==> src/rtl/u409_pkg.sv <==
// u409_pkg: shared FSM state type and default E-clock timing constants.
package u409_pkg;
    typedef enum logic [1:0] {IDLE, WAIT, ACTIVE, DONE} state_t;
    localparam int E_DIV   = 10;
    localparam int E_HIGH  = 4;
    localparam int E_SETUP = 2;
endpackage

==> src/rtl/u409_phase_ctr.sv <==
// u409_phase_ctr: E phase counter with sync load and registered E/E_RISE/E_FALL decode.
module u409_phase_ctr import u409_pkg::*; #(
    parameter int DIV      = E_DIV,
    parameter int HIGH_CNT = E_HIGH,
    parameter int CW       = $clog2(DIV)
) (
    input  logic          clk,
    input  logic          rst_n,
    input  logic          sync,
    output logic [CW-1:0] cnt,
    output logic          wrap,
    output logic          clkcia,
    output logic          e_rise,
    output logic          e_fall
);
    localparam logic [CW-1:0] LAST = CW'(DIV - 1);
    localparam logic [CW-1:0] RISE = CW'(DIV - HIGH_CNT);
    logic [CW-1:0] cnt_q, cnt_d;
    logic clkcia_q, clkcia_d, e_rise_q, e_rise_d, e_fall_q, e_fall_d;
    always_comb begin
        cnt_d    = (sync || cnt_q == LAST) ? '0 : cnt_q + 1'b1;
        clkcia_d = cnt_d >= RISE;
        e_rise_d = cnt_d == RISE;
        // a fall strobe only marks a real high-to-low transition of E
        e_fall_d = cnt_d == '0 && clkcia_q;
    end
    always_ff @(posedge clk or negedge rst_n) begin
        if (!rst_n) begin
            cnt_q    <= '0;
            clkcia_q <= 1'b0;
            e_rise_q <= 1'b0;
            e_fall_q <= 1'b0;
        end else begin
            cnt_q    <= cnt_d;
            clkcia_q <= clkcia_d;
            e_rise_q <= e_rise_d;
            e_fall_q <= e_fall_d;
        end
    end
    assign cnt    = cnt_q;
    assign wrap   = cnt_q == LAST;
    assign clkcia = clkcia_q;
    assign e_rise = e_rise_q;
    assign e_fall = e_fall_q;
endmodule

==> src/rtl/u409_eclk_sync.sv <==
// u409_eclk_sync: programmable E/CIA clock with 6800-style VMA/ACK access handshake.
module u409_eclk_sync import u409_pkg::*; #(
    parameter int DIV      = E_DIV,
    parameter int HIGH_CNT = E_HIGH,
    parameter int SETUP    = E_SETUP,
    parameter int CW       = $clog2(DIV)
) (
    input  logic CLK7,
    input  logic RESETn,
    input  logic SYNC,
    input  logic REQ,
    output logic CLKCIA,
    output logic E_RISE,
    output logic E_FALL,
    output logic VMA,
    output logic ACK
);
    localparam logic [CW-1:0] SP = CW'(DIV - HIGH_CNT - SETUP);
    if (DIV < 4 || DIV > 16 || HIGH_CNT < 1 || HIGH_CNT >= DIV ||
        SETUP < 1 || SETUP > DIV - HIGH_CNT) begin : g_bad_params
        $error("u409_eclk_sync: illegal DIV/HIGH_CNT/SETUP combination");
    end
    state_t state_q, state_d;
    logic vma_q, vma_d, ack_q, ack_d, drop_q, drop_d;
    logic [CW-1:0] cnt;
    logic wrap, sync_en, hit;
    assign sync_en = SYNC && state_q == IDLE;
    assign hit     = REQ && cnt == SP;
    u409_phase_ctr #(.DIV(DIV), .HIGH_CNT(HIGH_CNT), .CW(CW)) u_ctr (
        .clk(CLK7), .rst_n(RESETn), .sync(sync_en), .cnt(cnt), .wrap(wrap),
        .clkcia(CLKCIA), .e_rise(E_RISE), .e_fall(E_FALL)
    );
    always_comb begin
        state_d = state_q;
        vma_d   = vma_q;
        ack_d   = 1'b0;
        drop_d  = drop_q;
        case (state_q)
            IDLE, WAIT: begin
                state_d = hit ? ACTIVE : REQ ? WAIT : IDLE;
                vma_d   = hit;
                drop_d  = 1'b0;
            end
            ACTIVE: begin
                // a dropped request still runs the cycle out, only the ACK is withheld
                drop_d = drop_q || !REQ;
                if (wrap) begin
                    ack_d   = !drop_d;
                    vma_d   = 1'b0;
                    state_d = drop_d ? IDLE : DONE;
                end
            end
            DONE:    state_d = REQ ? DONE : IDLE;
            default: state_d = IDLE;
        endcase
    end
    always_ff @(posedge CLK7 or negedge RESETn) begin
        if (!RESETn) begin
            state_q <= IDLE;
            vma_q   <= 1'b0;
            ack_q   <= 1'b0;
            drop_q  <= 1'b0;
        end else begin
            state_q <= state_d;
            vma_q   <= vma_d;
            ack_q   <= ack_d;
            drop_q  <= drop_d;
        end
    end
    assign VMA = vma_q;
    assign ACK = ack_q;
endmodule

==> config.mk <==
export PLATFORM = sky130hd
export DESIGN_NAME = u409_eclk_sync
export DESIGN_NICKNAME = d
export VERILOG_FILES = /design/src/rtl/u409_pkg.sv /design/src/rtl/u409_phase_ctr.sv /design/src/rtl/u409_eclk_sync.sv
export SDC_FILE = /design/constraint.sdc
export NUM_CORES = 1
export LEC_CHECK = 0
export CAP_MARGIN = 20
export CORE_AREA = 8 8 45 47
export DETAILED_ROUTE_END_ITERATION = 10
export DIE_AREA = 0 0 53 55
export GPL_TIMING_DRIVEN = 0
export PLACE_DENSITY = 0.68
export SYNTH_ARGS = -nofsm -noshare
export SYNTH_HDL_FRONTEND = slang
export SYNTH_HIERARCHICAL = 1
export SYNTH_SLANG_ARGS = --single-unit
==> constraint.sdc <==
create_clock -name CLK7 -period 1.4 [get_ports CLK7]
set_input_delay 0.28 -clock CLK7 [delete_from_list [all_inputs] [get_ports CLK7]]
set_output_delay 0.28 -clock CLK7 [all_outputs]
set_load 0.005 [all_outputs]
# Word level (Yosys, flattened, before mapping)
# Index checks and enable logic that the tools add are counted.
[totals]
regBits = 12
latchBits = 0
mem_bits_rw = 0
mem_bits_ro = 0
output_inout_bits = 5
wordCells = 41
n_memories = 0
[op_classes]
add_sub_neg = 1
multipliers = 0
div_mod_pow = 0
order_cmp = 1
eq_ne = 7
shifts = 0
mux = 12
bitwise = 0
n_reduce_logical = 12
[ops]
columns = ["operator", "n"]
rows = [
  ["4-bit by 3-bit == test with 1-bit output (second input constant)", 2],
  ["2-bit 2-to-1 mux", 4],
  ["2-bit case mux with 3 select lines", 1],
  ["4-bit by 1-bit adder with 4-bit output (second input constant)", 1],
  ["2-bit == test (second input constant)", 2],
  ["4-bit == test (second input constant)", 1],
  ["4-bit by 3-bit greater-or-equal comparator with 1-bit output (second input constant)", 1],
  ["4-bit logical NOT", 1],
  ["1-bit 2-to-1 mux", 4],
  ["4-bit 2-to-1 mux", 1],
  ["1-bit case mux with 2 select lines", 2],
  ["1-bit logical AND", 3],
  ["2-bit by 1-bit == test with 1-bit output (second input constant)", 1],
  ["1-bit logical NOT", 2],
  ["2-bit logical NOT", 1],
  ["1-bit logical OR", 2],
  ["2-bit by 1-bit != test with 1-bit output (second input constant)", 1],
  ["2-bit AND reduction", 1],
  ["2-bit nonzero test", 1],
  ["2-bit OR reduction", 1],
]

# Depth between registers and ports, before layout
# Gate-level depths: netlist (run 1).
[depth]
ltp_word = 6
mapped_depth = 7
ltp_nobuf = 7

# Cells and area by module
# The synthesis (run 1) kept the hierarchy.
[modules_own_cells]
columns = ["mod", "instances", "cells_each", "area_per_inst_um2"]
rows = [
  ["u409_phase_ctr", 1, 31, 335.3],
  ["u409_eclk_sync", 1, 24, 232.7],
]

# Least setup slack after synthesis (run 1)
# No wires, ideal clock.
[synth_path]
path_kind = "reg2reg"
from = "register u_ctr.cnt_q[0], in the netlist u_ctr/cnt[0]"
to = "register u_ctr.clkcia_q, in the netlist u_ctr/clkcia"
setup_ns = 0.078
arrival_ns = 1.284
slack_ns = 0.038
stages_incl_launch_ff = 5
path_cell_list = "dfrtp_1 ha_1 or3b_1 a31oi_1 o21bai_1"
[synth_via]
elab_chain_cells = 4
word_cells_on_any_way = 5
cone_classes = "add/sub: 1; order compare: 1; eq/ne: 1; mux: 1; reduce/logical: 1"
[synth_lines]
columns = ["element", "line_no", "text"]
rows = [
  ["start: declaration", "u409_phase_ctr.sv:18", "logic [CW-1:0] cnt_q, cnt_d;"],
  ["start signal: assignment", "u409_phase_ctr.sv:34", "cnt_q <= cnt_d;"],
  ["branches (longest 2 deep; another with 4-bit by 1-bit adder with 4-bit output)", "-", ""],
  ["4-bit 2-to-1 mux (*)", "u409_phase_ctr.sv:21", "cnt_d = (sync || cnt_q == LAST) ? '0 : cnt_q + 1'b1;"],
  ["net u_ctr.cnt_d[3]", "u409_phase_ctr.sv:18", ""],
  ["4-bit by 3-bit greater-or-equal comparator with 1-bit output (*)", "u409_phase_ctr.sv:22", "clkcia_d = cnt_d >= RISE;"],
  ["net u_ctr.clkcia_d", "u409_phase_ctr.sv:19", "logic clkcia_q, clkcia_d, e_rise_q, e_rise_d, e_fall_q, e_fall_d;"],
  ["end signal: assignment", "u409_phase_ctr.sv:35", "clkcia_q <= clkcia_d;"],
  ["end: declaration", "u409_phase_ctr.sv:19", ""],
]
# Mark *: on every way through the listed nets, which the timed path passes.
# A chain may end at the register's enable or synchronous reset.

# Final worst setup path (run 1)
# Same ends and word-level chain as after synthesis.

==> metrics.txt, run 1 <==
status=completed; clk sinks=12; PwrDens=approximately 2100 nW/um2; mux cell area share after synthesis=0%; # DRC=0; Port Buffers=8; final net count=80; Worst Skew=around 3.5 ps; ratio of cells with drive above 1 in the final layout=~30%; XOR/XNOR share of the synthesized area=0%; RSZ-0062 raised after global routing=yes; core area=around 1400 um2; area of the mapped netlist=568.0 um2; Synth area leaders=dfrtp_1, ha_1, nand2b_1; number of global-route vias before repair=491; First-pass DRT Iterations=5; Synth Area in Simple Gates=a little over a quarter; delay-heaviest family, CP=flip-flops; fin. max-slew vios=0; post-synth cell types=23; Routability Congestion=0.7016; period utilisation layout=a little under 100%; I/O Pins=9; Slew HR=around two thirds; worst skew pair latency=260 ps; CP peak stage delay=between 400 and 500 ps; Syn Inst Count=55; Max-Cap Viols=0; min cycle time layout=1390 ps; CTS Buf Count=3; Synth Flop Type=dfrtp_1; compound-gate portion of the synthesized area=a little over an eighth; Avg Cell Area, Syn=10.33 um2; Synth Area in Adders=4.405%; largest net degree at the start of global routing=13; DR vias=~460; total gr overflow=0; Final Setup Violations=0; CP Class=flip-flop to flip-flop; #FFs+latches synth=12; slowest cell on the critical path=dfrtp_2; P&R area growth vs syn=44.49%; # diodes=0; P_leak=about 0.00041 uW; peak supply drop=between 1 and 1.5 mV; crit path max fanout=4; Worst setup EP type=flip-flop; Synth top area share=a little over half; Startpoint Class=flip-flop; Post-synth ARST share=100.0%; first-pass GRT wire length=roughly 2.1 mm; Chip Width=about 53 um; CP bufs+invs=0; DP HPWL=~760 um; sequential area share after synthesis=a little over half; total track usage=roughly a tenth; FMAX=slightly above 700 MHz; leading area contributor after synthesis=dfrtp_1; Die Ht=~55 um; Post-synth EDFFs=0; main combinational cell family by area after synthesis=simple AND/OR/NAND/NOR gates; PnR Total Power=1722 uW; worst hold-check path type=input pin to asynchronous set/reset pin; Iter 0 DRT Violations=14; CTS tree=done; initial antenna violation count=0; WP data arrival=between 1500 and 2000 ps; Max H-tree Level=1; post-DR vias/cell=around 5.2; Final ANT Viol Nets=0; TNS Setup=0 ps; # rows=14; WL per Instance=13.94 um; Slew @ Worst Pin=~520 ps; die area=approximately 2900 um2; root buffer cell=clkbuf_4; CTS max path bufs=2; Routed WL=1.241 mm; final hold vios=0; CP cell instances=ha_4 -> or3b_4 -> a31oi_4 -> o21bai_1; syn nets=between 60 and 70; CP required=around 1600 ps; Worst-path clk slew=approximately 70 ps; starting density of the core=41.05%; yosys warns=6
-- worst paths after layout --
check / startpoint / to / slack (ps) / cells after the start
min in group CLK7: drop_q / drop_q / 530 / 1
worst max register to register: u_ctr/cnt[0] / u_ctr/clkcia / 10 / 4
max in group asynchronous: RESETn / u_ctr/cnt[1] / 660 / 1
worst max-delay path: u_ctr/cnt[0] / u_ctr/clkcia / 10 / 4
worst min register to register: drop_q / drop_q / 530 / 1
worst min-delay path: RESETn / u_ctr/cnt[3] / 360 / 1
-- cell type report --
class	instances	area, um2
fill	125	563.0
timing repair buffer	14	128.9
tap	16	20.02
multi-input combinational	40	321.6
clock buffer	4	36.28
sequential	12	302.8
inverter	3	11.26
-- metrics by stage --
stage	cells	instance area (um2)	hold WS (ps)	worst slack [ps]	utilization, %
global route	89	820.8	413.8	-40.77	59.31
global placement	79	668.1	514.3	-492.6	48.28
CTS	88	763.2	375.2	0.06262	55.15
finish	89	820.8	357.1	9.590	59.31
detailed placement	79	668.1	516.5	-458.0	48.28
floorplan	55	568.0	-15.59	37.93	-
-- synthesized netlist by cell type (2+ instances only) --
cell type	n
a21oi_1	3
nor3_1	3
a21o_1	2
ha_1	2
nand3_1	2
nand2b_1	4
nand2_1	5
o21ai_0	2
inv_1	3
dfrtp_1	12
nor2_1	5
-- state kept, by name, summed over array words and instances (netlist names) --
signal	count
u_ctr/cnt	4
state_q	2
ACK	1
drop_q	1
VMA	1
u_ctr/e_fall	1
u_ctr/e_rise	1
u_ctr/clkcia	1
-- placed cells by master, fill, tap and decap left out, drive strengths merged, types with 2 or more instances in the layout --
| cell | n |
|---|---|
| a21o | 2 |
| a21oi | 3 |
| buf | 6 |
| clkbuf | 4 |
| clkdlybuf4s50 | 5 |
| dfrtp | 12 |
| dlymetal6s2s | 2 |
| ha | 2 |
| inv | 3 |
| nand2 | 5 |
| nand2b | 4 |
| nand3 | 2 |
| nor2 | 5 |
| nor3 | 3 |
| o21ai | 2 |
-- worst register-to-register path, stage by stage, from the launching register on --
cell	delay, ps
dfrtp_2	450
ha_4	180
or3b_4	380
a31oi_4	160
o21bai_1	130
-- logic make-up (layout without fill, tap and decap cells) --
| family | count (synthesis) | in the layout |
|---|---|---|
| AND/OR/NAND/NOR | 26 | 26 |
| AO/OA/AOI/OAI | 12 | 12 |
| flip-flops | 12 | 12 |
| buffers and inverters | 3 | 21 |
| adder cells (fa/ha/maj) | 2 | 2 |
-- layer usage --
metal / vias to the layer above / share of wire (%) / global-route usage [%]
li1: 229 / - / -
met1: 225 / 46 / 11.62
met2: 3 / 52 / 16.80
met3: 2 / 1.5 / 1.604
met4: 0 / 0.56 / 5.172
met5: - / 0 / 0
-- report_power, final --
group	total, uW	switching (uW)	internal, uW
sequential	638	162	476
clock	265	108	158
combinational	819	372	447
-- what timing repair did --
action,CTS,global route
setup buffers,5,1
gates resized for setup,7,11
setup endpoints to repair,8,8
hold buffers,0,0
pin swaps,1,4
Power figures use the tool's default switching activity.
==> run 2, diff against run 1 <==
Settings changed: CAP_MARGIN 20 to 0, CTS_CLUSTER_SIZE set to 25, RECOVER_POWER set to 25.
==> run 2 against run 1 <==
Non-clock buffer count unchanged. Maximum frequency unchanged. Die area stayed put. Cell count is the same. Largest cell class unchanged.
==> metrics.txt, run 2 (synthesized netlist as in run 1, its figures left out) <==
setup ws final=~9.6 ps; initial antenna violation count=0; number of global-route vias before repair=491; DR vias=about 460; FMAX=about 700 MHz; WP data arrival=around 1600 ps; peak supply drop=between 1 and 1.5 mV; Iter 0 DRT Violations=14; die area=~3000 um2; starting density of the core=just over 40%; ratio of cells with drive above 1 in the final layout=between 30% and 40%; first-pass GRT wire length=about 2.1 mm; non-filler cells in the finished layout=between 80 and 90; clk sinks=12; hold slack=427.3 ps; setup slack at placement=-458.0 ps; period utilisation layout=99.32%; Worst-path clk slew=around 70 ps; Final Setup Violations=0; WL per Instance=13.94 um; CP Class=flip-flop to flip-flop; CP Launch Point=u_ctr/cnt[0]; # DRC=0; Final Cell Area=just over 800 um2; worst hold-check path type=input pin to asynchronous set/reset pin; core area=around 1400 um2; largest net degree at the start of global routing=13; # diodes=0; FF-to-FF Start=u_ctr/cnt[0]; TNS Setup=0 ps; CTS max path bufs=2; # rows=14; commonest non-fill, non-tap cells in the layout=dfrtp_1, buf_4; CTS Buf Count=3; hold-fix buffers at CTS=0; Startpoint Class=flip-flop; Port Buffers=8; worst skew pair latency=about 260 ps; DP Area=roughly 670 um2; total gr overflow=0; total track usage=under 10%; most common cell after layout, fill and taps aside=dfrtp_1; root buffer cell=clkbuf_4; placed cell count=79; final hold vios=0; PwrDens=about 2100 nW/um2; number of flip-flops in the largest register=4; final net count=80; post-DR vias/cell=just over 5; Max-Cap Viols=0; fin. max-slew vios=0; Slew HR=64.78%; crit path max fanout=4; Max H-tree Level=1; DP HPWL=762.6 um; CTS tree=done; Fill cells=about 130; Routed WL=around 1.2 mm; min cycle time layout=between 1000 and 1500 ps; status=completed; Chip Width=about 53 um; I/O Pins=9; RSZ-0062 raised after global routing=yes; Final ANT Viol Nets=0; Worst setup EP type=flip-flop; CP required=~1600 ps; First-pass DRT Iterations=5; Die Ht=approximately 55 um; Slew @ Worst Pin=between 500 and 600 ps; P_leak=between 0.0004 and 0.0005 uW; Routability Congestion=0.7016; P&R area growth vs syn=44.49%; Worst Skew=about 3.5 ps
## run 2: cell count changes in the layout (fill, tap and decap cells not counted)
cell,change
clkdlybuf4s50_1,-1
dlygate4sd3_1,+1
## run 2: critical path, cell delays in order (launching register included)
cell	delay (ps)
dfrtp_2	450
ha_4	180
or3b_4	380
a31oi_4	160
o21bai_1	130
## run 2: what timing repair did
action,in CTS,in global routing
setup endpoints to repair,8,8
setup buffers,5,1
gates resized for setup,7,11
hold endpoints to repair,0,0
pin swaps,1,4
## run 2: layout make-up
| cell class | count | area [um2] | share of cell area [%] |
|---|---|---|---|
| Clock buffer | 4 | 36.28 | 4.421 |
| Inverter | 3 | 11.26 | 1.372 |
| Multi-Input combinational cell | 40 | 321.6 | 39.18 |
| Sequential cell | 12 | 302.8 | 36.89 |
| Tap cell | 16 | 20.02 | 2.439 |
| Timing Repair Buffer | 14 | 128.9 | 15.70 |
## run 2: worst paths after layout
path	endpoint	slack [ps]	cells past startpoint
max	u_ctr/clkcia	10	4
max in group asynchronous	u_ctr/cnt[1]	590	1
min	u_ctr/cnt[3]	430	1
max reg2reg	u_ctr/clkcia	10	4
min reg2reg	drop_q	530	1
min in group CLK7	drop_q	530	1
## run 2: layer usage
metal / GRT usage (%) / wire, um / part of all wire, %
met2: 16.80 / 643 / 52
met4: 5.172 / 7 / 0.56
met1: 11.62 / 570 / 46
met3: 1.604 / 19 / 1.5
met5: 0 / 0 / 0
## run 2: where the power goes
| group | internal (uW) | total [uW] | switching [uW] |
|---|---|---|---|
| Sequential | 476 | 638 | 162 |
| Clock | 158 | 265 | 108 |
| Combinational | 446 | 818 | 372 |
## run 2: metrics by stage
stage          total power (uW)  util [%]
3_3_place_gp               1148     48.28
5_1_grt                    1860     59.31
2_1_floorplan             966.0         -
3_5_place_dp               1155     48.28
6_report                   1722     59.31
4_1_cts                    1560     55.15
==> run 3, diff against run 2 <==
Settings changed: PLACE_DENSITY 0.68 to 0.66.
Clock period 1.4 ns to 1.7 ns, I/O delays scaled along.
==> run 3 against run 2 <==
Clock-buffer cell count decreased by 1. Power decreased by 35%. Clock skew about the same. Clock power decreased by 37%. First-iteration DRC count decreased by 36%. Critical path type unchanged. Highest routed layer unchanged.
==> metrics.txt, run 3 (synthesized netlist as in run 1, its figures left out) <==
status=completed; post-DR vias/cell=~5.2; most common cell after layout, fill and taps aside=dfrtp_1; logic gate share of total power=a little under two fifths; final net count=74; Worst Skew=between 3 and 4 ps; DR vias=about 430; # diodes=0; # rows=14; P&R area growth vs syn=22.91%; CP cell instances=ha_1 -> or3b_1 -> a31oi_1 -> o21bai_1; hold slack=around 490 ps; RSZ-0062 raised after global routing=no; worst hold-check path type=input pin to asynchronous set/reset pin; min cycle time layout=about 1600 ps; CP peak stage delay=roughly 470 ps; Final ANT Viol Nets=0; Worst setup EP type=flip-flop; first-pass GRT wire length=1.814 mm; Startpoint Class=flip-flop; FF-to-FF Start=u_ctr/cnt[0]; commonest non-fill, non-tap cells in the layout=dfrtp_1, clkdlybuf4s50_1, nand2_1, nand2b_1, nor2_1; initial antenna violation count=0; total track usage=between 8 and 9%; peak supply drop=around 0.65 mV; Slew HR=between 60% and 70%; Port Buffers=8; clock power share=between 10% and 20%; # DRC=0; Max H-tree Level=1; Routed WL=1.056 mm; slowest cell on the critical path=dfrtp_1; Met3 Routed Length=around 22 um; die area=approximately 3000 um2; R2R depth=4; Iter 0 DRT Violations=9; Sw Share=37.85%; worst skew pair latency=270 ps; Sw Pwr=~420 uW; wl on met1=between 400 and 500 um; WP data arrival=1740 ps; Max-Cap Viols=0; I/O Pins=9; CP required=between 1500 and 2000 ps; clk sinks=12; hold-fix buffers at CTS=0; number of global-route vias before repair=about 440; ratio of cells with drive above 1 in the final layout=10.61%; met2 WL post-DR=572 um; CTS max path bufs=2; core area=around 1400 um2; DP HPWL=just over 800 um; CP Launch Point=u_ctr/cnt[0]; Top Metal Used=met4; Seq pwr share=about 47%; largest net degree at the start of global routing=13; Routability Congestion=around 0.72; First-pass DRT Iterations=4; fin. max-slew vios=0; CP Class=flip-flop to flip-flop; PwrDens=1595 nW/um2; crit path max fanout=8; TNS Setup=0 ps; Slew @ Worst Pin=529.1 ps; FMAX=roughly 640 MHz; Chip Width=53 um; root buffer cell=clkbuf_4; starting density of the core=41.05%; CTS tree=done; final hold vios=0; Fill cells=between 100 and 150; Int Power=a little under 700 uW; CTS Buf Count=3; total gr overflow=0; period utilisation layout=91.49%; Final Setup Violations=0; number of flip-flops in the largest register=4; Die Ht=55 um; Worst-path clk slew=70 ps; WL per Instance=12.88 um; P_leak=0.0003141 uW
[run 3: critical path: cells and delay by family, from the launching register on]
kind                     cells  cell delay, ps
AND/OR/NAND/NOR              1             340
AO/OA/AOI/OAI                2             420
flip-flops                   1             470
adder cells (fa/ha/maj)      1             250
[run 3: power by group through the flow]
stage          clock (uW)  sequential, uW  combinational (uW)
2_1_floorplan           0             498                 298
3_3_place_gp            0             521                 425
3_5_place_dp            0             527                 429
4_1_cts               178             524                 431
5_1_grt               184             549                 474
6_report              166             525                 423
[run 3: final timing paths]
kind,endpoint,slack (ps)
max,u_ctr/clkcia,140
min,u_ctr/e_fall,490
max reg2reg,u_ctr/clkcia,140
min reg2reg,drop_q,530
max in group asynchronous,drop_q,860
min in group CLK7,drop_q,530
[run 3: final cells by class]
cell class | instances | area (um2) | area share (%)
well taps | 16 | 20.02 | 2.867
multi-input cells | 40 | 264.0 | 37.81
clock buffers | 3 | 22.52 | 3.226
inverters | 3 | 11.26 | 1.613
repair buffers | 8 | 80.08 | 11.47
flip-flops and latches | 12 | 300.3 | 43.01
[run 3: timing repair]
item / 4_1_cts / 5_1_grt
endpoints found under the setup margin: 1 / 2
setup buffers: 0 / 0
pin swaps: 0 / 0
resized for setup: 1 / 1
[run 3: routing by layer]
| metal | vias up | global-route usage, % |
|---|---|---|
| met3 | 4 | 2.406 |
| li1 | 215 | - |
| met4 | 0 | 6.466 |
| met2 | 4 | 15.43 |
| met5 | - | 0 |
| met1 | 204 | 8.031 |
[run 3: per-stage QoR]
stage	area [um2]	total power [uW]	utilization [%]	cells	setup WS, ps
final	698.2	1114	50.45	82	144.7
after global routing	698.2	1207	50.45	82	21.58
after CTS	695.7	1134	50.27	82	107.6
after detailed placement	668.1	955.8	48.28	79	-297.1
after global placement	668.1	946.4	48.28	79	-262.1
after floorplan	568.0	795.5	-	55	337.9
